$ cat src/rtl/alu_mdu_pkg.sv
// rtl/alu_mdu_pkg.sv - shared op codes and FSM state type for the ALU/MDU
package alu_mdu_pkg;

    typedef enum logic [4:0] {
        OP_ADD    = 5'd0,
        OP_SUB    = 5'd1,
        OP_SLL    = 5'd2,
        OP_SLT    = 5'd3,
        OP_SLTU   = 5'd4,
        OP_XOR    = 5'd5,
        OP_SRL    = 5'd6,
        OP_SRA    = 5'd7,
        OP_OR     = 5'd8,
        OP_AND    = 5'd9,
        OP_MUL    = 5'd10,
        OP_MULH   = 5'd11,
        OP_MULHSU = 5'd12,
        OP_MULHU  = 5'd13,
        OP_DIV    = 5'd14,
        OP_DIVU   = 5'd15,
        OP_REM    = 5'd16,
        OP_REMU   = 5'd17
    } alu_op_e;

    typedef enum logic [1:0] {
        IDLE    = 2'd0,
        DIV_RUN = 2'd1,
        DIV_FIX = 2'd2
    } state_e;

endpackage

$ cat src/rtl/alu_div.sv
// rtl/alu_div.sv - unsigned restoring divider, one quotient bit per cycle
module alu_div #(
    parameter int XLEN  = 32,
    parameter int CNT_W = $clog2(XLEN) + 1
) (
    input  logic             clk,
    input  logic             rst_n,
    input  logic             clear,
    input  logic             start,
    input  logic [XLEN-1:0]  dividend,
    input  logic [XLEN-1:0]  divisor,
    output logic             done,
    output logic [CNT_W-1:0] cnt,
    output logic [XLEN-1:0]  quotient,
    output logic [XLEN-1:0]  remainder
);

    logic            busy;
    logic [XLEN-1:0] quot_q;
    logic [XLEN-1:0] rem_q;
    logic [XLEN-1:0] dvs_q;
    logic [XLEN:0]   rem_sh;
    logic [XLEN:0]   diff;

    // Partial remainder stays below the divisor, so the shifted value fits XLEN+1 bits.
    assign rem_sh = {rem_q, quot_q[XLEN-1]};
    assign diff   = rem_sh - {1'b0, dvs_q};

    always_ff @(posedge clk or negedge rst_n) begin
        if (!rst_n) begin
            busy   <= 1'b0;
            cnt    <= '0;
            quot_q <= '0;
            rem_q  <= '0;
            dvs_q  <= '0;
        end else if (clear) begin
            busy <= 1'b0;
            cnt  <= '0;
        end else if (start) begin
            busy   <= 1'b1;
            cnt    <= '0;
            quot_q <= dividend;
            rem_q  <= '0;
            dvs_q  <= divisor;
        end else if (busy && cnt != CNT_W'(XLEN)) begin
            cnt <= cnt + CNT_W'(1);
            if (diff[XLEN]) begin
                rem_q  <= rem_sh[XLEN-1:0];
                quot_q <= {quot_q[XLEN-2:0], 1'b0};
            end else begin
                rem_q  <= diff[XLEN-1:0];
                quot_q <= {quot_q[XLEN-2:0], 1'b1};
            end
        end
    end

    assign done      = busy && (cnt == CNT_W'(XLEN));
    assign quotient  = quot_q;
    assign remainder = rem_q;

endmodule

$ cat src/rtl/alu_mdu.sv
// rtl/alu_mdu.sv - integer ALU with inline multiplier and iterative divider
module alu_mdu
    import alu_mdu_pkg::*;
#(
    parameter int XLEN  = 32,
    parameter int CNT_W = $clog2(XLEN) + 1
) (
    input  logic            clk,
    input  logic            rst_n,
    input  logic            in_valid,
    output logic            in_ready,
    input  logic [4:0]      op,
    input  logic [XLEN-1:0] src1,
    input  logic [XLEN-1:0] src2,
    input  logic            flush,
    output logic            out_valid,
    input  logic            out_ready,
    output logic [XLEN-1:0] result,
    output logic            overflow
);

    localparam int SH_W = $clog2(XLEN);

    state_e            state_q, state_n;
    alu_op_e           op_e;
    logic              accept, start_div, load_now, load_fix;
    logic [XLEN-1:0]   res_now, fix_res;
    logic              ovf_now;
    logic [SH_W-1:0]   shamt;
    logic [XLEN-1:0]   sum, dif;
    logic              src1_neg, src2_neg;
    logic [2*XLEN-1:0] mul_a, mul_b, prod;
    logic              a_signed, b_signed;
    logic              div_signed, div_is_rem, div_zero, div_ovf;
    logic [XLEN-1:0]   mag1, mag2;
    logic              neg_q_q, neg_r_q, rem_sel_q;
    logic              div_done, div_clear;
    logic [CNT_W-1:0]  div_cnt;
    logic [XLEN-1:0]   div_quot, div_rem;

    assign op_e     = alu_op_e'(op);
    assign in_ready = rst_n && (state_q == IDLE) && !flush && (!out_valid || out_ready);
    assign accept   = in_valid && in_ready;

    assign shamt    = src2[SH_W-1:0];
    assign sum      = src1 + src2;
    assign dif      = src1 - src2;
    assign src1_neg = src1[XLEN-1];
    assign src2_neg = src2[XLEN-1];

    // Sign-extend to 2*XLEN so one multiplier serves s*s, s*u and u*u.
    assign a_signed = (op_e == OP_MULH) || (op_e == OP_MULHSU);
    assign b_signed = (op_e == OP_MULH);
    assign mul_a    = {{XLEN{a_signed & src1_neg}}, src1};
    assign mul_b    = {{XLEN{b_signed & src2_neg}}, src2};
    assign prod     = mul_a * mul_b;

    assign div_signed = (op_e == OP_DIV) || (op_e == OP_REM);
    assign div_is_rem = (op_e == OP_REM) || (op_e == OP_REMU);
    assign div_zero   = (src2 == '0);
    assign div_ovf    = div_signed && (src1 == {1'b1, {(XLEN-1){1'b0}}}) && (&src2);
    assign mag1       = (div_signed && src1_neg) ? -src1 : src1;
    assign mag2       = (div_signed && src2_neg) ? -src2 : src2;

    always_comb begin
        res_now   = '0;
        ovf_now   = 1'b0;
        start_div = 1'b0;
        case (op_e)
            OP_ADD: begin
                res_now = sum;
                ovf_now = (src1_neg == src2_neg) && (sum[XLEN-1] != src1_neg);
            end
            OP_SUB: begin
                res_now = dif;
                ovf_now = (src1_neg != src2_neg) && (dif[XLEN-1] != src1_neg);
            end
            OP_SLL:    res_now = src1 << shamt;
            OP_SLT:    res_now = {{(XLEN-1){1'b0}}, $signed(src1) < $signed(src2)};
            OP_SLTU:   res_now = {{(XLEN-1){1'b0}}, src1 < src2};
            OP_XOR:    res_now = src1 ^ src2;
            OP_SRL:    res_now = src1 >> shamt;
            OP_SRA:    res_now = $unsigned($signed(src1) >>> shamt);
            OP_OR:     res_now = src1 | src2;
            OP_AND:    res_now = src1 & src2;
            OP_MUL:    res_now = prod[XLEN-1:0];
            OP_MULH, OP_MULHSU, OP_MULHU:
                       res_now = prod[2*XLEN-1:XLEN];
            OP_DIV, OP_DIVU, OP_REM, OP_REMU: begin
                if (div_zero)
                    res_now = div_is_rem ? src1 : '1;
                else if (div_ovf)
                    res_now = div_is_rem ? '0 : src1;
                else
                    start_div = 1'b1;
            end
            default: res_now = '0;
        endcase
    end

    always_comb begin
        state_n = state_q;
        case (state_q)
            IDLE:    if (accept && start_div) state_n = DIV_RUN;
            DIV_RUN: if (div_cnt == CNT_W'(XLEN - 1)) state_n = DIV_FIX;
            DIV_FIX: if (div_done) state_n = IDLE;
            default: state_n = IDLE;
        endcase
        if (flush)
            state_n = IDLE;
    end

    always_ff @(posedge clk or negedge rst_n) begin
        if (!rst_n)
            state_q <= IDLE;
        else
            state_q <= state_n;
    end

    always_ff @(posedge clk or negedge rst_n) begin
        if (!rst_n) begin
            neg_q_q   <= 1'b0;
            neg_r_q   <= 1'b0;
            rem_sel_q <= 1'b0;
        end else if (accept && start_div) begin
            neg_q_q   <= div_signed && (src1_neg ^ src2_neg);
            neg_r_q   <= div_signed && src1_neg;
            rem_sel_q <= div_is_rem;
        end
    end

    assign div_clear = flush || (state_q == DIV_FIX);

    alu_div #(
        .XLEN  (XLEN),
        .CNT_W (CNT_W)
    ) u_div (
        .clk       (clk),
        .rst_n     (rst_n),
        .clear     (div_clear),
        .start     (accept && start_div),
        .dividend  (mag1),
        .divisor   (mag2),
        .done      (div_done),
        .cnt       (div_cnt),
        .quotient  (div_quot),
        .remainder (div_rem)
    );

    assign fix_res  = rem_sel_q ? (neg_r_q ? -div_rem : div_rem)
                                : (neg_q_q ? -div_quot : div_quot);
    assign load_now = accept && !start_div;
    assign load_fix = (state_q == DIV_FIX) && div_done;

    // Flush beats any same-cycle load; a new load beats the consumer's pop.
    always_ff @(posedge clk or negedge rst_n) begin
        if (!rst_n) begin
            out_valid <= 1'b0;
            result    <= '0;
            overflow  <= 1'b0;
        end else if (flush) begin
            out_valid <= 1'b0;
        end else if (load_now) begin
            out_valid <= 1'b1;
            result    <= res_now;
            overflow  <= ovf_now;
        end else if (load_fix) begin
            out_valid <= 1'b1;
            result    <= fix_res;
            overflow  <= 1'b0;
        end else if (out_ready) begin
            out_valid <= 1'b0;
        end
    end

endmodule

$ cat config.mk
export PLATFORM = sky130hd
export DESIGN_NAME = alu_mdu
export DESIGN_NICKNAME = d
export VERILOG_FILES = /design/src/rtl/alu_mdu_pkg.sv /design/src/rtl/alu_div.sv /design/src/rtl/alu_mdu.sv
export SDC_FILE = /design/constraint.sdc
export NUM_CORES = 2
export LEC_CHECK = 0
export ABC_AREA = 0
export CORE_ASPECT_RATIO = 1.75
export CORE_UTILIZATION = 30
export CTS_CLUSTER_DIAMETER = 120
export DETAILED_ROUTE_END_ITERATION = 6
export PLACE_DENSITY = 0.54
export SYNTH_ARGS = -nofsm -noshare
export SYNTH_HDL_FRONTEND = slang
export SYNTH_SLANG_ARGS = --single-unit
$ cat constraint.sdc
create_clock -name clk -period 10.9 [get_ports clk]
set_input_delay 2.18 -clock clk [delete_from_list [all_inputs] [get_ports clk]]
set_output_delay 2.18 -clock clk [all_outputs]
set_load 0.005 [all_outputs]
Word-level counts from Yosys, hierarchy flattened

Index checks and enable logic that the tools add are counted.
Widths: inputs -> output; s select.

Register bits: 142
Input port bits: 74

Add/sub/neg operators: 8
$mul: 1
Magnitude comparators: 2
Equal/unequal tests: 30
Shift operators: 3
Muxes and demuxes: 38
Bitwise operators: 8
Reductions and logical operators: 39

Operators with widths:

| operator             | number |
|---|---|
| $mux 32              | 16 |
| $pmux 32 s13         | 1 |
| $neg 32->32          | 4 |
| $lt 32x32->1         | 2 |
| $mul 33x33->64       | 1 |
| $eq 5x4->1 const B   | 8 |
| $sub 33x32->33       | 1 |
| $add 32x32->32       | 1 |
| $and 32x32->32       | 1 |
| $eq 32x32->1 const B | 1 |
| $logic_not 32->1     | 1 |
| $or 32x32->32        | 1 |
| $reduce_and 32->1    | 1 |
| $shl 32x5->32        | 1 |
| $shr 32x5->32        | 1 |
| $sshr 32x5->32       | 1 |
| $sub 32x32->32       | 1 |
| $xor 32x32->32       | 1 |
| $eq 5x3->1 const B   | 4 |
| $mux 6               | 3 |
| $logic_and 1x1->1    | 16 |
| $mux 1               | 12 |
| $eq 5x2->1 const B   | 2 |
| $eq 5x5->1 const B   | 2 |
| other kinds (28)     | 46 |

Longest topological paths before layout

Word-level depth: 11
Gate-level depth with buffers: 36
Gate-level depth less buffers: 32

Hierarchy

A second synthesis with hierarchy kept.

Cell total of the unflattened synthesis: 7024
Area total of the unflattened synthesis: 57279.9 um^2

Modules (own cells, without submodules):

| module  | instances | cells an instance | area an instance (um^2) |
|---|---|---|---|
| alu_mdu | 1         | 6301              | 50928.8 |
| alu_div | 1         | 723               | 6351.1 |

Worst setup path before layout

Ideal clock, no wire load.

Path kind: input port to flip-flop
Start point: input port src2[0]
End point: register result[23]
Setup time: 142 ps
Arrival time: 11151 ps
Data required time: 10758 ps
Slack: -393 ps
Stages on the path: 32
Path through: clkbuf_1 -> clkbuf_1 -> buf_1 -> clkbuf_1 -> clkbuf_1 -> nand2_1 -> inv_1 -> nand2_1 -> inv_1 -> fa_1 -> inv_1 -> fa_1 -> inv_1 -> fa_1 -> inv_1 -> fa_1 -> inv_1 -> fa_1 -> fa_1 -> fa_1 -> inv_1 -> fa_1 -> inv_1 -> ha_1 -> and3_1 -> and3_1 -> nand2_1 -> o41ai_1 -> o22ai_1 -> xnor2_1 -> a2111oi_0 -> o221ai_1

Word-level cells in the longest chain between the ends: 9
Elaborated cells on any way between the ends: 20
Classes of those cells: add/sub (2); mul (1); shift (3); mux (7); reduce/logical (7)

RTL lines:

| item                                                                   | line           | source |
|---|---|---|
| from (decl)                                                            | alu_mdu.sv:14  | `input logic [XLEN-1:0] src2,` |
| parallel branches: the longest is 9 deep, another holds $mul 33x33->64 | n/a            |  |
| to (signal assigned)                                                   | alu_mdu.sv:165 | `result <= res_now;` |
| to (signal assigned)                                                   | alu_mdu.sv:169 | `result <= fix_res;` |
| to (decl)                                                              | alu_mdu.sv:18  | `output logic [XLEN-1:0] result,` |

Several ways; the timed one is not identified.
A chain may end at the register's enable or synchronous reset.

Worst setup path in the final report

Start point: input port op[2]
End point: register result[28]

Word-level cells in the longest chain between the ends: 11
Elaborated cells on any way between the ends: 41
Classes of those cells: mul (1); eq/ne (17); mux (9); bitwise (2); reduce/logical (12)

RTL lines:

| item                                                                    | line          | source |
|---|---|---|
| from (decl)                                                             | alu_mdu.sv:12 | `input logic [4:0] op,` |
| parallel branches: the longest is 11 deep, another holds $mul 33x33->64 | n/a           |  |

Several ways; the timed one is not identified.

==> impl_metrics.env <==
export IMPL_status="complete, but fails checks"
export IMPL_failed_checks="design-rule violations, max-capacitance violations, max-slew violations"
export IMPL_drtIter0Drc=4948
export IMPL_initial_cell_density_of_the_core_pct=30.2
export IMPL_clock_tree_htree_level_count=4
export IMPL_yosys_warnings=0
export IMPL_post_dp_hpwl_mm=249
export IMPL_place_port_buffers=108
export IMPL_synth_area_per_cell_um2=8.08
export IMPL_finalWirelength_mm=302
export IMPL_post_synth_xor_area_fraction_pct=3.27
export IMPL_grt_antenna_before_repair=32
export IMPL_rel_slew_slack_pct=-2.51
export IMPL_fin_worst_skew_ns=0.0248
export IMPL_largest_family_of_logic_cells_by_synthesized_area="adder cells"
export IMPL_multiInputGateArea_mm2=0.0470
export IMPL_synth_edff_count=0
export IMPL_ctsLongestPathBuffers=2
export IMPL_synth_largest_area_cell="sky130_fd_sc_hd__fa_1"
export IMPL_die_area_mm2=0.193
export IMPL_cts_inserted_buffers=17
export IMPL_area_growth_syn_to_layout_pct=13.5
export IMPL_cp_slowest_cell="sky130_fd_sc_hd__fa_2"
export IMPL_crit_fanout=7
export IMPL_first_global_vias=57700
export IMPL_grt_pass1_wl_mm=425
export IMPL_die_height_um=580
export IMPL_globalRoute_totalOverflow=0
export IMPL_synth_cell_type_count=90
export IMPL_synth_area_mux_share_pct=2.17
export IMPL_drcViolationCount=3
export IMPL_final_period_demand_of_the_worst_path_ns=10.62
export IMPL_slew_at_the_pin_closest_to_its_max_slew_limit_ns=1.52
export IMPL_finalNetCount=8896
export IMPL_drt_first_pass_iters=7
export IMPL_io_pins=109
export IMPL_rows=211
export IMPL_mappedNetlistArea_mm2=0.0573
export IMPL_synthFlopType="sky130_fd_sc_hd__dfrtp_1"
export IMPL_cts_num_sinks=142
export IMPL_detail_route_antenna_nets=0
export IMPL_cp_arrival_ns=10.95
export IMPL_maximum_number_of_pins_on_one_net_before_global_route_repair=101
export IMPL_place_inst=9774
export IMPL_cts_tree="yes"
export IMPL_post_synth_main_area_contributors="sky130_fd_sc_hd__fa_1, sky130_fd_sc_hd__inv_1, sky130_fd_sc_hd__ha_1"
export IMPL_timing_critical_path_required_ns=11.23
export IMPL_syn_nets=8638
export IMPL_gp_routability_congestion=1.07
export IMPL_synthAdderAreaFrac_pct=47.0
export IMPL_routed_wire_length_per_instance_um=30.7
export IMPL_timing_final_ws_setup_ns=0.281
export IMPL_fin_cells=9818
export IMPL_synth_top_cell_area_share_pct=39.4
export IMPL_total_track_usage_pct=31.2
export IMPL_final_layout_size_suffix_gt1_share_pct=10.4
export IMPL_synth_simple_area_share_pct=15.6
export IMPL_dr_total_vias=54300
export IMPL_min_delay_path_class="flop to flop"
export IMPL_synthesis_instances=7088
export IMPL_synth_compound_area_share_pct=13.8
export IMPL_critPathMaxStageDelay_ns=0.73
export IMPL_critical_path_top_cell_by_count="sky130_fd_sc_hd__fa_1"
export IMPL_cts_clk_slew_worst_paths_ns=0.08
export IMPL_floorplan_core_area_mm2=0.189
export IMPL_setup_repair_after_global_routing_missed_its_margin="false"
export IMPL_start_kind="input pin"
export IMPL_path_class="input pin to flop"
export IMPL_endpoint_kind="flop"
export IMPL_finalSetupViolations=0
export IMPL_cts_root_buf="sky130_fd_sc_hd__clkbuf_16"
export IMPL_sequential_standard_cell_area_mm2=0.00355
export IMPL_worst_skew_late_latency_ns=0.48
export IMPL_dp_worst_setup_slack_ns=-0.470
export IMPL_max_clock_freq_ghz=0.0942
export IMPL_report_final_slew_viol_count=2
export IMPL_final_setup_tns_ns=0
export IMPL_hold_viol_final=0
export IMPL_num_fill_cells=20000
export IMPL_synth_sequential_area_ratio_pct=6.21
export IMPL_fp_dieW_um=332
export IMPL_drt_vias_per_instance=5.53
export IMPL_timing_final_crit_share_pct=97.4
export IMPL_number_of_synthesized_register_bits=142
export IMPL_drv_max_cap_violation_count=1
export IMPL_synth_async_reset_ratio_pct=100
area by class of cell:
cell class              instances  share of cell area (%)
flip-flops and latches        142                    5.47
well taps                    2449                    4.72
inverters                    1347                    7.79
repair buffers                694                    8.75
clock inverters                15                   0.233
clock buffers                  17                   0.655
diodes                         10                  0.0385
multi-input cells            5144                    72.4
sequential cells by signal, indices dropped and copies added (netlist names):
signal,flops
state_q,2
neg_r_q,1
u_div.cnt,6
neg_q_q,1
u_div.remainder,32
u_div.busy,1
result,32
rem_sel_q,1
u_div.quotient,32
u_div.dvs_q,32
overflow,1
out_valid,1
layout by cell type (no fill, tap or decap), types with 59 or more instances in the layout:
master / synthesis / layout
sky130_fd_sc_hd__inv_1: 1327 / 1324
sky130_fd_sc_hd__fa_1: 1128 / 1126
sky130_fd_sc_hd__nand2_1: 1078 / 1077
sky130_fd_sc_hd__nor2_1: 671 / 668
sky130_fd_sc_hd__buf_4: 0 / 552
sky130_fd_sc_hd__ha_1: 348 / 348
sky130_fd_sc_hd__a21oi_1: 316 / 314
sky130_fd_sc_hd__o21ai_0: 310 / 306
sky130_fd_sc_hd__xnor2_1: 155 / 155
sky130_fd_sc_hd__dfrtp_1: 142 / 142
sky130_fd_sc_hd__a21o_1: 68 / 68
sky130_fd_sc_hd__nand3_1: 64 / 63
sky130_fd_sc_hd__o31ai_1: 59 / 59
Yosys cell counts (all sizes together), types with 14 or more instances:
| cell type | n |
|---|---|
| a21o | 68 |
| inv | 1334 |
| nor2b | 33 |
| o21a | 17 |
| mux4 | 26 |
| xnor2 | 155 |
| nor2 | 672 |
| a211oi | 52 |
| nand2b | 31 |
| mux2i | 51 |
| o2111ai | 16 |
| o311ai | 14 |
| a21oi | 317 |
| o41ai | 18 |
| o31ai | 59 |
| o21bai | 17 |
| buf | 111 |
| nand3 | 64 |
| nand2 | 1079 |
| xor2 | 59 |
| and3 | 33 |
| clkbuf | 344 |
| a221oi | 25 |
| ha | 348 |
| a22oi | 22 |
| a2111oi | 15 |
| fa | 1128 |
| o221ai | 20 |
| dfrtp | 142 |
| nor3 | 54 |
| or3 | 27 |
| o21ai | 319 |
| and2 | 25 |
| nor4 | 24 |
| a31oi | 49 |
| o22ai | 34 |
| o211ai | 49 |
| or4 | 24 |
| nand4 | 39 |
final timing paths:
check | cells after the start | endpoint | startpoint | slack (ns)
hold reg to reg | 2 | u_div.dvs_q[29] | u_div.dvs_q[29] | 0.48
setup reg to reg | 15 | u_div.remainder[5] | u_div.quotient[31] | 6.35
hold / removal | 2 | u_div.dvs_q[29] | u_div.dvs_q[29] | 0.48
min in group asynchronous | 1 | u_div.cnt[2] | rst_n | 1.79
max in group asynchronous | 2 | result[1] | rst_n | 7.64
setup / recovery | 31 | result[28] | op[2] | 0.28
per-layer routing:
metal	vias to the layer above	part of all wire [%]	GRT usage (%)
li1	22800	-	-
met1	27900	34	32.1
met2	2498	49	53.9
met3	998	6.0	5.16
met4	28	11	28.7
met5	-	0.061	0
kinds of logic (layout without fill, tap and decap cells):
logic type	after synthesis	after routing
other	0	10
XOR/XNOR	214	214
AND/OR/NAND/NOR	2136	2136
flip-flops	142	142
adder cells (fa/ha/maj)	1476	1476
buffers and inverters	1802	2073
AO/OA/AOI/OAI	1228	1228
multiplexers	90	90
what timing repair did:
item	CTS	global route
hold buffers	0	0
resized for setup	1	7
cloned	0	0
hold endpoints to repair	0	0
buffers inserted	0	0
setup endpoints to repair	1	14
per-stage QoR:
stage / util (%) / hold WS, ns / instance area [µm²]
after floorplan: - / 0.450 / 57300
after global placement: 34.0 / 0.467 / 64300
after detailed placement: 34.0 / 0.473 / 64300
after CTS: 34.3 / 0.490 / 64900
after global routing: 34.3 / 0.528 / 65000
final: 34.3 / 0.483 / 65000
critical path, delay by kind of cell:
| family | cells | cell delay (ns) |
|---|---|---|
| compound gates | 6 | 1.40 |
| fa+ha+maj | 9 | 4.59 |
| buf+inv | 9 | 1.51 |
| mux | 1 | 0.28 |
| simple gates | 6 | 0.95 |
Power is not shown: default switching activity piles up to over one toggle a cycle in this logic, so the estimate is an artifact.
